===== src/rtl/led_frame_ram.sv =====
// LED frame buffer for the light-pen screen: one-hot pen writes (direct or
// buffered stroke), a sequential clear engine and a registered scan read port.
module led_frame_ram #(
    parameter int ROWS           = 8,
    parameter int COLS           = 8,
    parameter int DW             = 4,
    parameter int COMMIT_CYCLES  = 50_000_000,
    parameter bit CLEAR_ON_RESET = 1'b1,
    localparam int RW            = $clog2(ROWS),
    localparam int CW            = $clog2(COLS),
    localparam int TW            = $clog2(COMMIT_CYCLES + 1)
) (
    input  logic            clk,
    input  logic            rst_n,
    input  logic [1:0]      mode,
    input  logic            clean,
    input  logic            we,
    input  logic [DW-1:0]   data,
    input  logic [ROWS-1:0] addr_row,
    input  logic [COLS-1:0] addr_col,
    input  logic [RW-1:0]   rd_row,
    input  logic [CW-1:0]   rd_col,
    output logic [DW-1:0]   rd_data,
    output logic [RW-1:0]   last_row,
    output logic [CW-1:0]   last_col,
    output logic            last_valid,
    output logic            busy,
    output logic            stroke_pending
);

    typedef enum logic [1:0] {
        MODE_DIRECT = 2'd0,
        MODE_STROKE = 2'd1,
        MODE_ERASE  = 2'd2,
        MODE_IDLE   = 2'd3
    } mode_e;

    typedef enum logic {
        ST_READY = 1'b0,
        ST_CLEAR = 1'b1
    } state_e;

    localparam state_e RESET_STATE = CLEAR_ON_RESET ? ST_CLEAR : ST_READY;

    function automatic logic [RW-1:0] rowIndex(input logic [ROWS-1:0] vec);
        rowIndex = '0;
        for (int i = 0; i < ROWS; i++)
            if (vec[i]) rowIndex = RW'(i);
    endfunction

    // Index of the highest set bit; doubles as the one-hot column decoder.
    function automatic logic [CW-1:0] colIndex(input logic [COLS-1:0] vec);
        colIndex = '0;
        for (int i = 0; i < COLS; i++)
            if (vec[i]) colIndex = CW'(i);
    endfunction

    logic [COLS-1:0][DW-1:0] mem [ROWS];

    state_e          state_q, state_d;
    logic [RW-1:0]   clrRow_q, clrRow_d;
    logic            we_q, clean_q;
    logic [1:0]      mode_q;
    logic [RW-1:0]   holdRow_q, holdRow_d;
    logic [CW-1:0]   holdCol_q, holdCol_d;
    logic [DW-1:0]   holdData_q, holdData_d;
    logic            hitValid_q, hitValid_d;
    logic            directPend_q, directPend_d;
    logic [RW-1:0]   rowBuf_q, rowBuf_d;
    logic [DW-1:0]   dataBuf_q, dataBuf_d;
    logic [COLS-1:0] mask_q, mask_d;
    logic [TW-1:0]   timer_q, timer_d;
    logic [RW-1:0]   lastRow_q, lastRow_d;
    logic [CW-1:0]   lastCol_q, lastCol_d;
    logic            lastValid_q, lastValid_d;
    logic [DW-1:0]   rdData_q;

    logic            weRise, weFall, cleanRise, modeChange, hitOneHot, commitNow;
    logic [RW-1:0]   hitRow;
    logic [CW-1:0]   hitCol;
    logic            wrEn;
    logic [RW-1:0]   wrRow;
    logic [COLS-1:0] wrMask;
    logic [COLS-1:0][DW-1:0] wrWord;

    assign weRise     = we & ~we_q;
    assign weFall     = ~we & we_q;
    assign cleanRise  = clean & ~clean_q;
    assign modeChange = (mode != mode_q);
    assign hitOneHot  = $onehot(addr_row) && $onehot(addr_col);
    assign hitRow     = rowIndex(addr_row);
    assign hitCol     = colIndex(addr_col);

    always_ff @(posedge clk or negedge rst_n) begin
        if (!rst_n) begin
            state_q      <= RESET_STATE;
            clrRow_q     <= '0;
            we_q         <= 1'b0;
            clean_q      <= 1'b0;
            mode_q       <= MODE_IDLE;
            holdRow_q    <= '0;
            holdCol_q    <= '0;
            holdData_q   <= '0;
            hitValid_q   <= 1'b0;
            directPend_q <= 1'b0;
            rowBuf_q     <= '0;
            dataBuf_q    <= '0;
            mask_q       <= '0;
            timer_q      <= '0;
            lastRow_q    <= '0;
            lastCol_q    <= '0;
            lastValid_q  <= 1'b0;
        end else begin
            state_q      <= state_d;
            clrRow_q     <= clrRow_d;
            we_q         <= we;
            clean_q      <= clean;
            mode_q       <= mode;
            holdRow_q    <= holdRow_d;
            holdCol_q    <= holdCol_d;
            holdData_q   <= holdData_d;
            hitValid_q   <= hitValid_d;
            directPend_q <= directPend_d;
            rowBuf_q     <= rowBuf_d;
            dataBuf_q    <= dataBuf_d;
            mask_q       <= mask_d;
            timer_q      <= timer_d;
            lastRow_q    <= lastRow_d;
            lastCol_q    <= lastCol_d;
            lastValid_q  <= lastValid_d;
        end
    end

    always_comb begin
        state_d      = state_q;
        clrRow_d     = clrRow_q;
        holdRow_d    = holdRow_q;
        holdCol_d    = holdCol_q;
        holdData_d   = holdData_q;
        hitValid_d   = hitValid_q;
        directPend_d = 1'b0;
        rowBuf_d     = rowBuf_q;
        dataBuf_d    = dataBuf_q;
        mask_d       = mask_q;
        timer_d      = timer_q;
        lastRow_d    = lastRow_q;
        lastCol_d    = lastCol_q;
        lastValid_d  = 1'b0;
        commitNow    = 1'b0;
        wrEn         = 1'b0;
        wrRow        = '0;
        wrMask       = '0;
        wrWord       = '0;

        case (state_q)
            ST_READY: begin
                if (cleanRise && mode == MODE_ERASE) begin
                    state_d  = ST_CLEAR;
                    clrRow_d = '0;
                end
            end
            ST_CLEAR: begin
                wrEn     = 1'b1;
                wrRow    = clrRow_q;
                wrMask   = '1;
                clrRow_d = clrRow_q + RW'(1);
                if (clrRow_q == RW'(ROWS - 1)) begin
                    state_d   = ST_READY;
                    clrRow_d  = '0;
                    lastRow_d = '0;
                    lastCol_d = '0;
                end
            end
            default: state_d = ST_READY;
        endcase

        // A hit seen while clearing is forgotten so its falling edge cannot write later.
        if (weRise) begin
            hitValid_d = !busy && hitOneHot;
            if (!busy && hitOneHot) begin
                holdRow_d  = hitRow;
                holdCol_d  = hitCol;
                holdData_d = data;
            end
        end
        if (weFall) begin
            hitValid_d = 1'b0;
            if (!busy && hitValid_q && mode == MODE_DIRECT && !modeChange)
                directPend_d = 1'b1;
        end

        if (directPend_q && !modeChange && !busy) begin
            wrEn        = 1'b1;
            wrRow       = holdRow_q;
            wrMask      = COLS'(1) << holdCol_q;
            wrWord      = {COLS{holdData_q}};
            lastRow_d   = holdRow_q;
            lastCol_d   = holdCol_q;
            lastValid_d = 1'b1;
        end

        if (modeChange) begin
            mask_d  = '0;
            timer_d = '0;
        end else if (!busy && mode == MODE_STROKE) begin
            if (weRise && hitOneHot) begin
                if (|mask_q && hitRow != rowBuf_q)
                    commitNow = 1'b1;
                if (!(|mask_q) || hitRow != rowBuf_q) begin
                    rowBuf_d  = hitRow;
                    dataBuf_d = data;
                    mask_d    = COLS'(1) << hitCol;
                end else begin
                    mask_d = mask_q | (COLS'(1) << hitCol);
                end
                timer_d = '0;
            end else if (|mask_q) begin
                if (timer_q == TW'(COMMIT_CYCLES - 1)) begin
                    commitNow = 1'b1;
                    mask_d    = '0;
                    timer_d   = '0;
                end else begin
                    timer_d = timer_q + TW'(1);
                end
            end
        end

        // Commit always drains the buffer as it stood at the start of this cycle.
        if (commitNow) begin
            wrEn        = 1'b1;
            wrRow       = rowBuf_q;
            wrMask      = mask_q;
            wrWord      = {COLS{dataBuf_q}};
            lastRow_d   = rowBuf_q;
            lastCol_d   = colIndex(mask_q);
            lastValid_d = 1'b1;
        end
    end

    always_ff @(posedge clk) begin
        if (wrEn)
            for (int c = 0; c < COLS; c++)
                if (wrMask[c]) mem[wrRow][c] <= wrWord[c];
    end

    always_ff @(posedge clk or negedge rst_n) begin
        if (!rst_n)
            rdData_q <= '0;
        else if (busy)
            rdData_q <= '0;
        else
            rdData_q <= mem[rd_row][rd_col];
    end

    assign busy           = (state_q == ST_CLEAR);
    assign stroke_pending = |mask_q;
    assign rd_data        = rdData_q;
    assign last_row       = lastRow_q;
    assign last_col       = lastCol_q;
    assign last_valid     = lastValid_q;

endmodule

===== config.mk =====
export PLATFORM = sky130hd
export DESIGN_NAME = led_frame_ram
export DESIGN_NICKNAME = d
export VERILOG_FILES = /design/src/rtl/led_frame_ram.sv
export SDC_FILE = /design/constraint.sdc
export NUM_CORES = 1
export LEC_CHECK = 0
export BUFFER_PORTS_ARGS = -buffer_cell sky130_fd_sc_hd__buf_4
export CORE_ASPECT_RATIO = 0.5
export CORE_MARGIN = 5
export CORE_UTILIZATION = 62
export DETAILED_ROUTE_END_ITERATION = 10
export PLACE_DENSITY_LB_ADDON = 0.2
export SYNTH_ARGS = -nofsm -noshare
export SYNTH_HDL_FRONTEND = slang
export SYNTH_SLANG_ARGS = --single-unit

===== constraint.sdc =====
create_clock -name clk -period 3.4 [get_ports clk]
set_clock_uncertainty 0.05 [all_clocks]
set_input_delay 0.68 -clock clk [delete_from_list [all_inputs] [get_ports clk]]
set_output_delay 0.68 -clock clk [all_outputs]
set_load 0.01 [all_outputs]

==> results.md, run 1 <==
* Total GRT Usage at 28.44%
* Port Buffers at 44
* Max Slew Vio Count at 0
* Reg clk slew, reported paths at 70 ps
* Worst min path class: in2reg
* Synthesized netlist cell count at 921
* Worst Slack Setup Final at -1539 ps
* CTS hold repair buffers at 0
* Grt ovf at 0
* Post-synth top area share at 52.88%
* Crit path cell chain: buf_6 -> inv_4 -> fa_1 -> fa_1 -> fa_1 -> inv_1 -> ha_2 -> inv_2 -> fa_1 -> nand4_1 -> a221oi_2 -> nand4_1 -> or3b_4 -> o21ai_4 -> buf_12 -> mux2_4 -> buf_12 -> nor3_2 -> buf_4
* Max Cap Violations at 0
* Crit-path max cell delay at 540 ps
* Layout area overhead at 34.37%
* Cell with the most instances after synthesis: edfxtp_1
* # DRC at 0
* CTS max path bufs at 3
* Pwr dens at 673.2 nW/µm²
* Rel. slew slack at 8.195%
* FF-to-FF path depth at 12
* Slew @ Worst Pin at 1377 ps
* Fin util at 85.17%
* Final hold violations at 0
* DR vias/cell at 7.129
* Nets at 1,199
* Height of the die at 118.3 µm
* Layout cells sized above 1 at 43.37%
* Crit path DAT at 5180 ps
* Buffers & Inverters on Critical Path at 7
* Fraction of registers with async set/reset at 21.95%
* Die W at 226.5 µm
* Die area at 26,790 µm²
* Kind of critical path: in2reg
* Data required time of the worst path at 3640 ps
* Cell mode on critical path: fa_1
* Status: complete, but fails checks
* Clk sinks at 328
* Fmax at 202.5 MHz
* Final setup violation count at 571
* DR vias at 10.52k
* Register area share after synthesis at 65.30%
* Core ar. at 22,930 µm²
* CP top delay family: adder cells
* 1st-iter DRT viols at 1,624
* Crit. End Element: flop
* Starting density of the core at 63.38%
* CTS Buf Count at 28
* Count of cell types in the netlist at 70
* Largest net degree at the start of global routing at 73
* Syn Std Cell Area at 14,540 µm²
* Antenna Violating Nets Remaining at 0
* Row Count at 39
* Fillers at 899
* Slowest CP cell: fa_1
* Worst skew pair latency at 570 ps
* I/O Pins at 45
* Wirelength per Cell at 31.39 µm
* Syn nets at 972
* CP Launch Type: primary input
* First-pass GRT wire length at 58,040 µm
* Wirelength, routed at 46,330 µm
* Primary FF master, synth: edfxtp_1
* Crit path time final at 4939 ps
* Synth area leaders: edfxtp_1, mux4_2, dfrtp_1
* Worst-path fanout max at 8
* Leakage at 0.007030 µW
* Max VDD drop at 371.7 µV
* RePlAce Congestion at 0.8765
* Most frequent cells after synthesis: edfxtp_1, mux4_2, dfrtp_1, nor3_1, nand2_1
* YS warnings at 0
* H-tree Lvls at 1
* CTS Root Cell: clkbuf_16
* R2r setup slk at 120 ps
* RSZ-0062 raised after global routing: true
* Failing checks: setup timing
* Synth Area per Inst at 15.78 µm²
* Yosys reg bits at 328
* Initial antenna violation count at 0
* Number of global-route vias before repair at 9,445
* Power Total at 13,150 µW
* 1st-pass router iterations at 6
* Dominant cell type by area after synthesis: edfxtp_1
* CTS tree: yes
* HPWL after detailed placement at 23,110 µm
* Number of synthesized flops with an enable pin at 256
* # diodes at 0
* Hold depth at 1
* Fin crit share at 145.3%
* Levels on crit path at 19
[cells in the final DEF, fill, tap and decap left out, types with 7 or more instances in the layout]
master and n:
buf_6 59, nor3_4 60, o21ai_0 28, nor3_1 7, mux2i_1 10, inv_1 34
edfxtp_1 256, a22o_1 8, xnor2_1 13, and3_1 12, nor4_1 10, nor2_1 38
mux2i_4 8, ha_1 9, clkbuf_16 42, clkinv_1 7, nand3_1 20, fa_1 8
buf_12 34, a2111oi_4 9, mux4_2 80, dfrtp_1 69, inv_2 7, nand2_8 8
a21oi_1 15, nand2_1 50, buf_4 129, mux2_2 8
[state kept, by name, summed over array words and instances, names as in the netlist, 4 cells and up]
| name | count |
|---|---|
| dataBuf_q | 4 |
| holdData_q | 4 |
| mask_q | 8 |
| mem | 256 |
| rd_data | 4 |
| timer_q | 26 |
[path summary, 6_finish.rpt]
check                            start           to
min                              clean      clean_q
max in group asynchronous        rst_n  timer_q[12]
max                        addr_col[0]   mem[0][30]
min reg2reg                 hitValid_q   hitValid_q
min in group asynchronous        rst_n         we_q
max reg2reg                 timer_q[0]   mem[0][30]
[kinds of logic after synthesis]
logic type,after synthesis,share of synthesized area [%]
buf+inv,90,3.012
xor+xnor,15,0.9038
fa+ha+maj,19,2.049
simple gates,247,8.427
compound gates,112,5.560
mux,110,14.74
flops,328,65.30
[stage by stage]
stage	hold slack, ps	setup TNS, ps	std cells	cell area (µm²)	setup WS [ps]
finish	178.6	-728390	1476	19530	-1539
floorplan	334.4	-876470	921	14770	-1825
global placement	407.2	-1008910	1369	16580	-2305
global route	166.5	-804740	1476	19530	-1657
detailed placement	427.2	-1046640	1369	16580	-2369
CTS	168.7	-672270	1432	18130	-1412
[metal layers]
layer	GRT usage [%]	wire length, µm	vias to the layer above
met4	6.496	2092	0
met2	45.05	21640	950
met3	4.905	6208	197
met5	0	0	-
li1	-	-	4115
met1	42.64	16390	5261
[power by group]
part | total (µW) | leakage [µW] | switching [µW] | internal, µW
clock | 3280 | 0.000438 | 1550 | 1730
sequential | 5420 | 0.00322 | 326 | 5090
combinational | 4450 | 0.00337 | 2530 | 1920
[worst register-to-register path: stages (launching register included)]
cell and delay (ps):
dfrtp_1 410, ha_1 230, nand3_1 170, or3_1 400, nor4_1 250, buf_4 190
nand3_4 80, o21ai_4 100, buf_12 140, mux2_4 410, buf_12 200, nor3_2 170
buf_4 200
[cell type report]
class	instances	area, µm²	share of cell area (%)
Clock inverter	14	123.9	0.6342
Tap cell	307	384.1	1.967
Multi-Input combinational cell	505	5837	29.88
Timing Repair Buffer	242	2766	14.16
Sequential cell	328	9493	48.60
Clock buffer	37	764.5	3.914
Inverter	43	163.9	0.8392
[what timing repair did]
action	4_1_cts	5_1_grt
buffers inserted	12	29
cloned	1	21
gates resized for setup	96	163
pin swaps	30	52
setup endpoints to repair	570	571
(Power assumes the default switching activity.)
==> run 2, diff against run 1 <==
==> constraint.sdc (replaced) <==
create_clock -name clk -period 3.4 [get_ports clk]
set_clock_uncertainty 0.05 [all_clocks]
set_input_delay 0.34 -clock clk [delete_from_list [all_inputs] [get_ports clk]]
set_output_delay 0.34 -clock clk [all_outputs]
set_load 0.01 [all_outputs]
==> run 2 against run 1 <==
The flow still finishes with violations (setup timing). Critical path depth decreased by 1. Total power decreased by 3.9%. Die area unchanged. Maximum frequency increased by 9.3%. Final cell count decreased by 2.1%. Sequential power about the same. Utilization decreased by 3.2 points. Register-to-register slack improved by 20 ps. Design area decreased by 3.7%.
==> results.md, run 2 (same netlist as run 1, synthesis figures left out) <==
* Hold_sp: addr_col[5]
* Final hold violations at 0 (unchanged)
* Hold depth at 3 (+2)
* R2R Path End: mem[6][22]
* CTS tree: yes
* Biggest regs: mem: 256 flops, timer_q: 26 flops, mask_q: 8 flops
* Worst skew pair latency at 570 ps (about the same)
* Slew @ Worst Pin at 950.2 ps (-426.9 ps)
* Die W at 226.5 µm (unchanged)
* DR vias at 9,837 (-6.5%)
* 1st-iter DRT viols at 1,281 (-21%)
* Biggest register: mem
* Height of the die at 118.3 µm (unchanged)
* RePlAce Congestion at 0.8872 (+1.2%)
* Fin util at 81.98% (-3.2 points)
* Layout cells sized above 1 at 40.07% (-3.3 points)
* Failing checks: setup timing
* Rel. slew slack at 36.65% (+28 points)
* Wirelength per Cell at 28.77 µm (-8.3%)
* Met2 usage at 47.95% (+2.9 points)
* Fin crit share at 132.9% (-12 points)
* Met1 Use GR at 42.82% (+0.18 points)
* Nets at 1,167 (-2.7%)
* Comb power frac at 32.4% (-1.4 points)
* Status: complete, but fails checks
* Total GRT Usage at 29.17% (+0.74 points)
* Reg clk slew, reported paths at 70 ps (about the same)
* # DRC at 0 (unchanged)
* Initial antenna violation count at 1 (+1)
* Number of global-route vias before repair at 9,666 (+2.3%)
* Antenna Violating Nets Remaining at 0 (unchanged)
* Top Usage Layer GRT: met2
* Max VDD drop at 403.0 µV (+8.4%)
* DR vias/cell at 6.808 (-4.5%)
* 1st-pass router iterations at 5 (-1)
* Layout area overhead at 29.34%
* FF-to-FF Start: timer_q[0]
* First-pass GRT wire length at 59,610 µm (+2.7%)
* Clk sinks at 328 (unchanged)
* Row Count at 39 (unchanged)
* Max reg flops at 256 (unchanged)
* CTS Root Cell: clkbuf_16
* Power Total at 12,630 µW (-3.9%)
* Max Cap Violations at 0 (unchanged)
* Reg power frac at 42.6% (+1.4 points)
* H-tree Lvls at 1 (unchanged)
* Grt ovf at 0 (unchanged)
* Data required time of the worst path at 3580 ps (-60 ps)
* # diodes at 0 (unchanged)
* Kind of critical path: in2reg
* Leakage at 0.006751 µW (-4.0%)
* Final setup violation count at 570 (-0.18%)
* Sw Ratio at 33.59% (+0.11 points)
* P_int at 8389 µW (-4.1%)
* Largest net degree at the start of global routing at 73 (unchanged)
* Wirelength, routed at 41,570 µm (-10%)
* RSZ-0062 raised after global routing: true
* Worst min path class: in2reg
* HPWL after detailed placement at 22,440 µm (-2.9%)
* Die area at 26,790 µm² (unchanged)
* Switching power of the nets at 4242 µW (-3.6%)
* Port Buffers at 44 (unchanged)
* Crit. End Element: flop
* Placed inst area at 16,430 µm² (-0.91%)
* CTS Buf Count at 28 (unchanged)
* Worst-path fanout max at 11 (+3)
* Pwr dens at 671.8 nW/µm² (-0.20%)
* Worst Slack Setup Final at -1118 ps (+421.2 ps)
* Max Slew Vio Count at 0 (unchanged)
* Starting density of the core at 63.38% (unchanged)
* CP Launch Type: primary input
* Fmax at 221.3 MHz (+9.3%)
* R2r setup slk at 140 ps (+20 ps)
* Crit path DAT at 4700 ps (-480 ps)
* GR met3 Demand/Resource at 4.013% (-0.89 points)
* Commonest non-fill, non-tap cell in the layout: edfxtp_1
* Commonest non-fill, non-tap cells in the layout: edfxtp_1, buf_4, mux4_2, dfrtp_1, nor3_4
* Setup TNS at -491,620 ps (+236,770 ps)
* Hold Path Sink: mask_q[5]
* I/O Pins at 45 (unchanged)
* Fin area at 18,800 µm² (-3.7%)
* FF-to-FF path depth at 11 (-1)
* CTS max path bufs at 3 (unchanged)
* Crit path time final at 4518 ps (-421.2 ps)
* Core ar. at 22,930 µm² (unchanged)
* Clk network pwr share at 24.9% (about the same)
* Pre-CTS setup slack at -2170 ps (+198.5 ps)
==> run 2: changes by cell type in the layout (fill, tap and decap cells not counted), moves of 6 or more <==
cell,before,now
dlygate4sd3_1,0,9
buf_12,34,26
a2111oi_0,1,8
buf_4,129,119
buf_6,59,44
clkbuf_16,42,32
a2111oi_4,9,3
==> run 2: critical path: stages <==
cell and delay (ps):
buf_6 70, inv_4 20, fa_1 550, fa_1 430, fa_1 440, inv_1 70
ha_2 180, inv_2 40, fa_1 470, nand4_1 100, a221oi_2 220, nand4_1 150
or3b_4 400, o21ai_4 150, buf_12 140, mux2_4 380, buf_16 200, nor3_4 350
==> run 2: through the flow <==
stage | instances | hold WS (ps)
2_1_floorplan | 921 | -5.591
3_3_place_gp | 1359 | 408.1
3_5_place_dp | 1359 | 415.6
4_1_cts | 1430 | 55.63
5_1_grt | 1445 | 74.80
6_report | 1445 | 67.25
==> run 2: final cells by class <==
type	count	area, µm²
repair buffers	211	2272
well taps	307	384.1
multi-input cells	504	5629
inverters	43	163.9
clock buffers	33	729.5
flip-flops and latches	328	9493
clock inverters	19	130.1
fillers	1051	4133
==> run 2: worst max-delay path by stage <==
stage | startpoint | end | slack [ps] | cells past startpoint
finish | addr_col[0] | mem[6][22] | -1120 | 18
detailed placement | addr_col[1] | mem[1][25] | -2170 | 18
CTS | addr_col[0] | mem[0][10] | -1060 | 19
floorplan | addr_row[0] | mem[4][0] | -1480 | 16
global route | addr_col[0] | mem[1][10] | -1300 | 21
global placement | addr_row[3] | mem[1][25] | -2120 | 18
==> run 2: metal layers <==
layer  up-vias  wire length (µm)
met5         -                13
met4         2              1334
met3       109              4526
met2       681             20330
met1      4993             15360
li1       4052                 -
==> run 2: power by group through the flow <==
stage,sequential (µW),combinational (µW),clock [µW]
floorplan,5290,1600,0
global placement,5380,2600,0
detailed placement,5400,2700,0
CTS,5330,3680,3090
global route,5420,4240,3340
finish,5390,4100,3150
==> run 2: what timing repair did <==
| item | 4_1_cts | 5_1_grt |
|---|---|---|
| cloned | 1 | 6 |
| hold buffers | 9 | 0 |
| endpoints found under the hold margin | 82 | 0 |
| endpoints found under the setup margin | 570 | 570 |
| resized for setup | 166 | 54 |
| pin swaps | 43 | 33 |
| setup buffers | 27 | 18 |
==> run 3, diff against run 2 <==
--- a/config.mk
+++ b/config.mk
@@ -10,3 +10,3 @@
 export CORE_MARGIN = 5
-export CORE_UTILIZATION = 62
+export CORE_UTILIZATION = 45
 export DETAILED_ROUTE_END_ITERATION = 10
--- a/constraint.sdc
+++ b/constraint.sdc
@@ -4,2 +4,2 @@
 set_output_delay 0.34 -clock clk [all_outputs]
-set_load 0.01 [all_outputs]
+set_load 0.05 [all_outputs]
==> run 3 against run 2 <==
Maximum frequency rose by 0.54%. Final cell count rose by 8.9%. Via count fell by 9.9%. Highest routed layer is now met4. The flow still finishes with violations (setup timing).
==> results.md, run 3 (same netlist as run 1, synthesis figures left out) <==
* RSZ-0062 raised after global routing: true
* Hold_ws at 82.57 ps (+15.32 ps)
* # DRC at 0 (unchanged)
* Crit. End Element: flop
* Final setup violation count at 570 (unchanged)
* Max Cap Violations at 0 (unchanged)
* Final hold violations at 0 (unchanged)
* Hold_sp: addr_col[5]
* R2r setup slk at 290 ps (+150 ps)
* Initial antenna violation count at 0 (-1)
* CTS tree: yes
* Crit path time final at 4494 ps (-24.48 ps)
* Failing checks: setup timing
* DR vias/cell at 5.631 (-17%)
* I/O Pins at 45 (unchanged)
* Port Buffers at 44 (unchanged)
* H-tree Lvls at 1 (unchanged)
* Data required time of the worst path at 3640 ps (+60 ps)
* Leakage at 0.006593 µW (-2.3%)
* Wirelength, routed at 34,020 µm (-18%)
* Crit path DAT at 4730 ps (+30 ps)
* Worst min path class: in2reg
* CTS Root Cell: clkbuf_16
* Status: complete, but fails checks
* Layout area overhead at 27.55%
* CTS Buf Count at 30 (+7.1%)
* FF-to-FF Start: timer_q[0]
* Commonest non-fill, non-tap cells in the layout: edfxtp_1, buf_4, mux4_2, dfrtp_1, nand2_1
* Nets at 1,171 (+0.34%)
* RePlAce Congestion at 0.7901 (-11%)
* HPWL after detailed placement at 23,940 µm (+6.7%)
* Max Slew Vio Count at 0 (unchanged)
* Wirelength per Cell at 21.62 µm (-25%)
* Pre-CTS setup slack at -1761 ps (+409.5 ps)
* Clk sinks at 328 (unchanged)
* Fillers at 2,461 (+130%)
* Number of global-route vias before repair at 9,134 (-5.5%)
* Largest net degree at the start of global routing at 73 (unchanged)
* Pwr dens at 652.3 nW/µm² (-2.9%)
* First-pass GRT wire length at 53,490 µm (-10%)
* Worst skew pair latency at 570 ps (about the same)
* Max reg flops at 256 (unchanged)
* Slew @ Worst Pin at 954.1 ps (+3.866 ps)
* 1st-pass router iterations at 5 (unchanged)
* Fin area at 18,540 µm² (-1.4%)
* Worst Slack Setup Final at -1094 ps (+24.48 ps)
* Height of the die at 137.1 µm (+16%)
* Biggest register: mem
* Power Total at 12,090 µW (-4.2%)
* R2R Path End: mem[0][8]
* # diodes at 0 (unchanged)
* Rel. slew slack at 36.39% (-0.26 points)
* Fin crit share at 132.2% (-0.72 points)
* Crit path from: addr_row[0]
* Reg clk slew, reported paths at 70 ps (about the same)
* Starting density of the core at 45.75% (-18 points)
* Kind of critical path: in2reg
* Worst Setup EP: mem[0][8]
* Core ar. at 31,770 µm² (+39%)
* FF-to-FF path depth at 11 (unchanged)
* Layout cells sized above 1 at 39.14% (-0.93 points)
* Placed inst area at 16,880 µm² (+2.7%)
* Max VDD drop at 408.1 µV (+1.3%)
* Antenna Violating Nets Remaining at 0 (unchanged)
* Row Count at 46 (+18%)
* Grt ovf at 0 (unchanged)
* Fmax at 222.5 MHz (+0.54%)
* Total GRT Usage at 19.08% (-10 points)
* DR vias at 8,863 (-9.9%)
* Biggest regs: mem: 256 flops, timer_q: 26 flops, mask_q: 8 flops
* Worst-path fanout max at 19 (+8)
* Die area at 36,220 µm² (+35%)
* Die W at 264.2 µm (+17%)
* 1st-iter DRT viols at 661 (-48%)
* CP Launch Type: primary input
* CTS max path bufs at 3 (unchanged)
* Commonest non-fill, non-tap cell in the layout: edfxtp_1
-- run 3: changes by cell type in the layout (fill, tap and decap cells not counted), moves of 3 or more --
| cell | previous run | this run |
|---|---|---|
| nor3_2 | 3 | 22 |
| mux2i_4 | 8 | 5 |
| nor3_1 | 7 | 12 |
| buf_12 | 26 | 30 |
| nor3_4 | 61 | 37 |
| buf_8 | 6 | 1 |
| buf_6 | 44 | 20 |
| a2111oi_4 | 3 | 0 |
| a2111oi_0 | 8 | 11 |
| buf_4 | 119 | 153 |
-- run 3: critical path, stage by stage --
cell	delay [ps]
buf_8	70
inv_4	30
fa_1	540
fa_1	430
fa_1	440
inv_1	70
ha_2	180
inv_2	40
fa_1	500
nand4_1	120
a221oi_2	220
nand4_1	150
or3b_4	420
o21ai_4	220
mux2_4	370
buf_16	200
nor3_2	210
buf_4	160
-- run 3: power breakdown --
group	total [µW]	switching, µW	internal (µW)
combinational	3510	1980	1530
sequential	5300	216	5080
clock	3290	1500	1780
-- run 3: worst min path at each step --
stage	end	slack [ps]	cells past startpoint
floorplan	clean_q	-6	0
finish	mask_q[5]	80	3
CTS	mask_q[5]	50	3
global placement	hitValid_q	410	2
detailed placement	hitValid_q	420	2
global route	mask_q[5]	70	3
-- run 3: layout make-up --
cell class	count	area [µm²]	share of cell area, %
Clock buffer	35	769.5	4.150
Clock inverter	19	173.9	0.9380
Inverter	43	166.4	0.8975
Multi-Input combinational cell	503	5291	28.54
Sequential cell	328	9493	51.20
Tap cell	432	540.5	2.915
Timing Repair Buffer	214	2107	11.36
-- run 3: stage by stage --
step / setup TNS, ps / cells / utilization (%)
after CTS: -482620 / 1568 / 57.53
after floorplan: -682450 / 921 / -
after global placement: -849500 / 1500 / 53.14
final: -495990 / 1574 / 58.36
after global routing: -599390 / 1574 / 58.36
after detailed placement: -871500 / 1500 / 53.14
-- run 3: repair_timing --
action / 4_1_cts / 5_1_grt
endpoints found under the hold margin: 82 / 0
hold buffers: 9 / 0
resized for setup: 64 / 47
pin swaps: 18 / 19
buffers inserted: 5 / 8
endpoints found under the setup margin: 570 / 570
-- run 3: metal layers --
layer / share of wire, % / global-route usage, % / vias up
met5: 0 / 0 / -
met4: 1.6 / 3.819 / 0
met3: 5.3 / 3.485 / 41
met2: 50 / 32.90 / 222
met1: 43 / 26.00 / 4549
li1: - / - / 4051
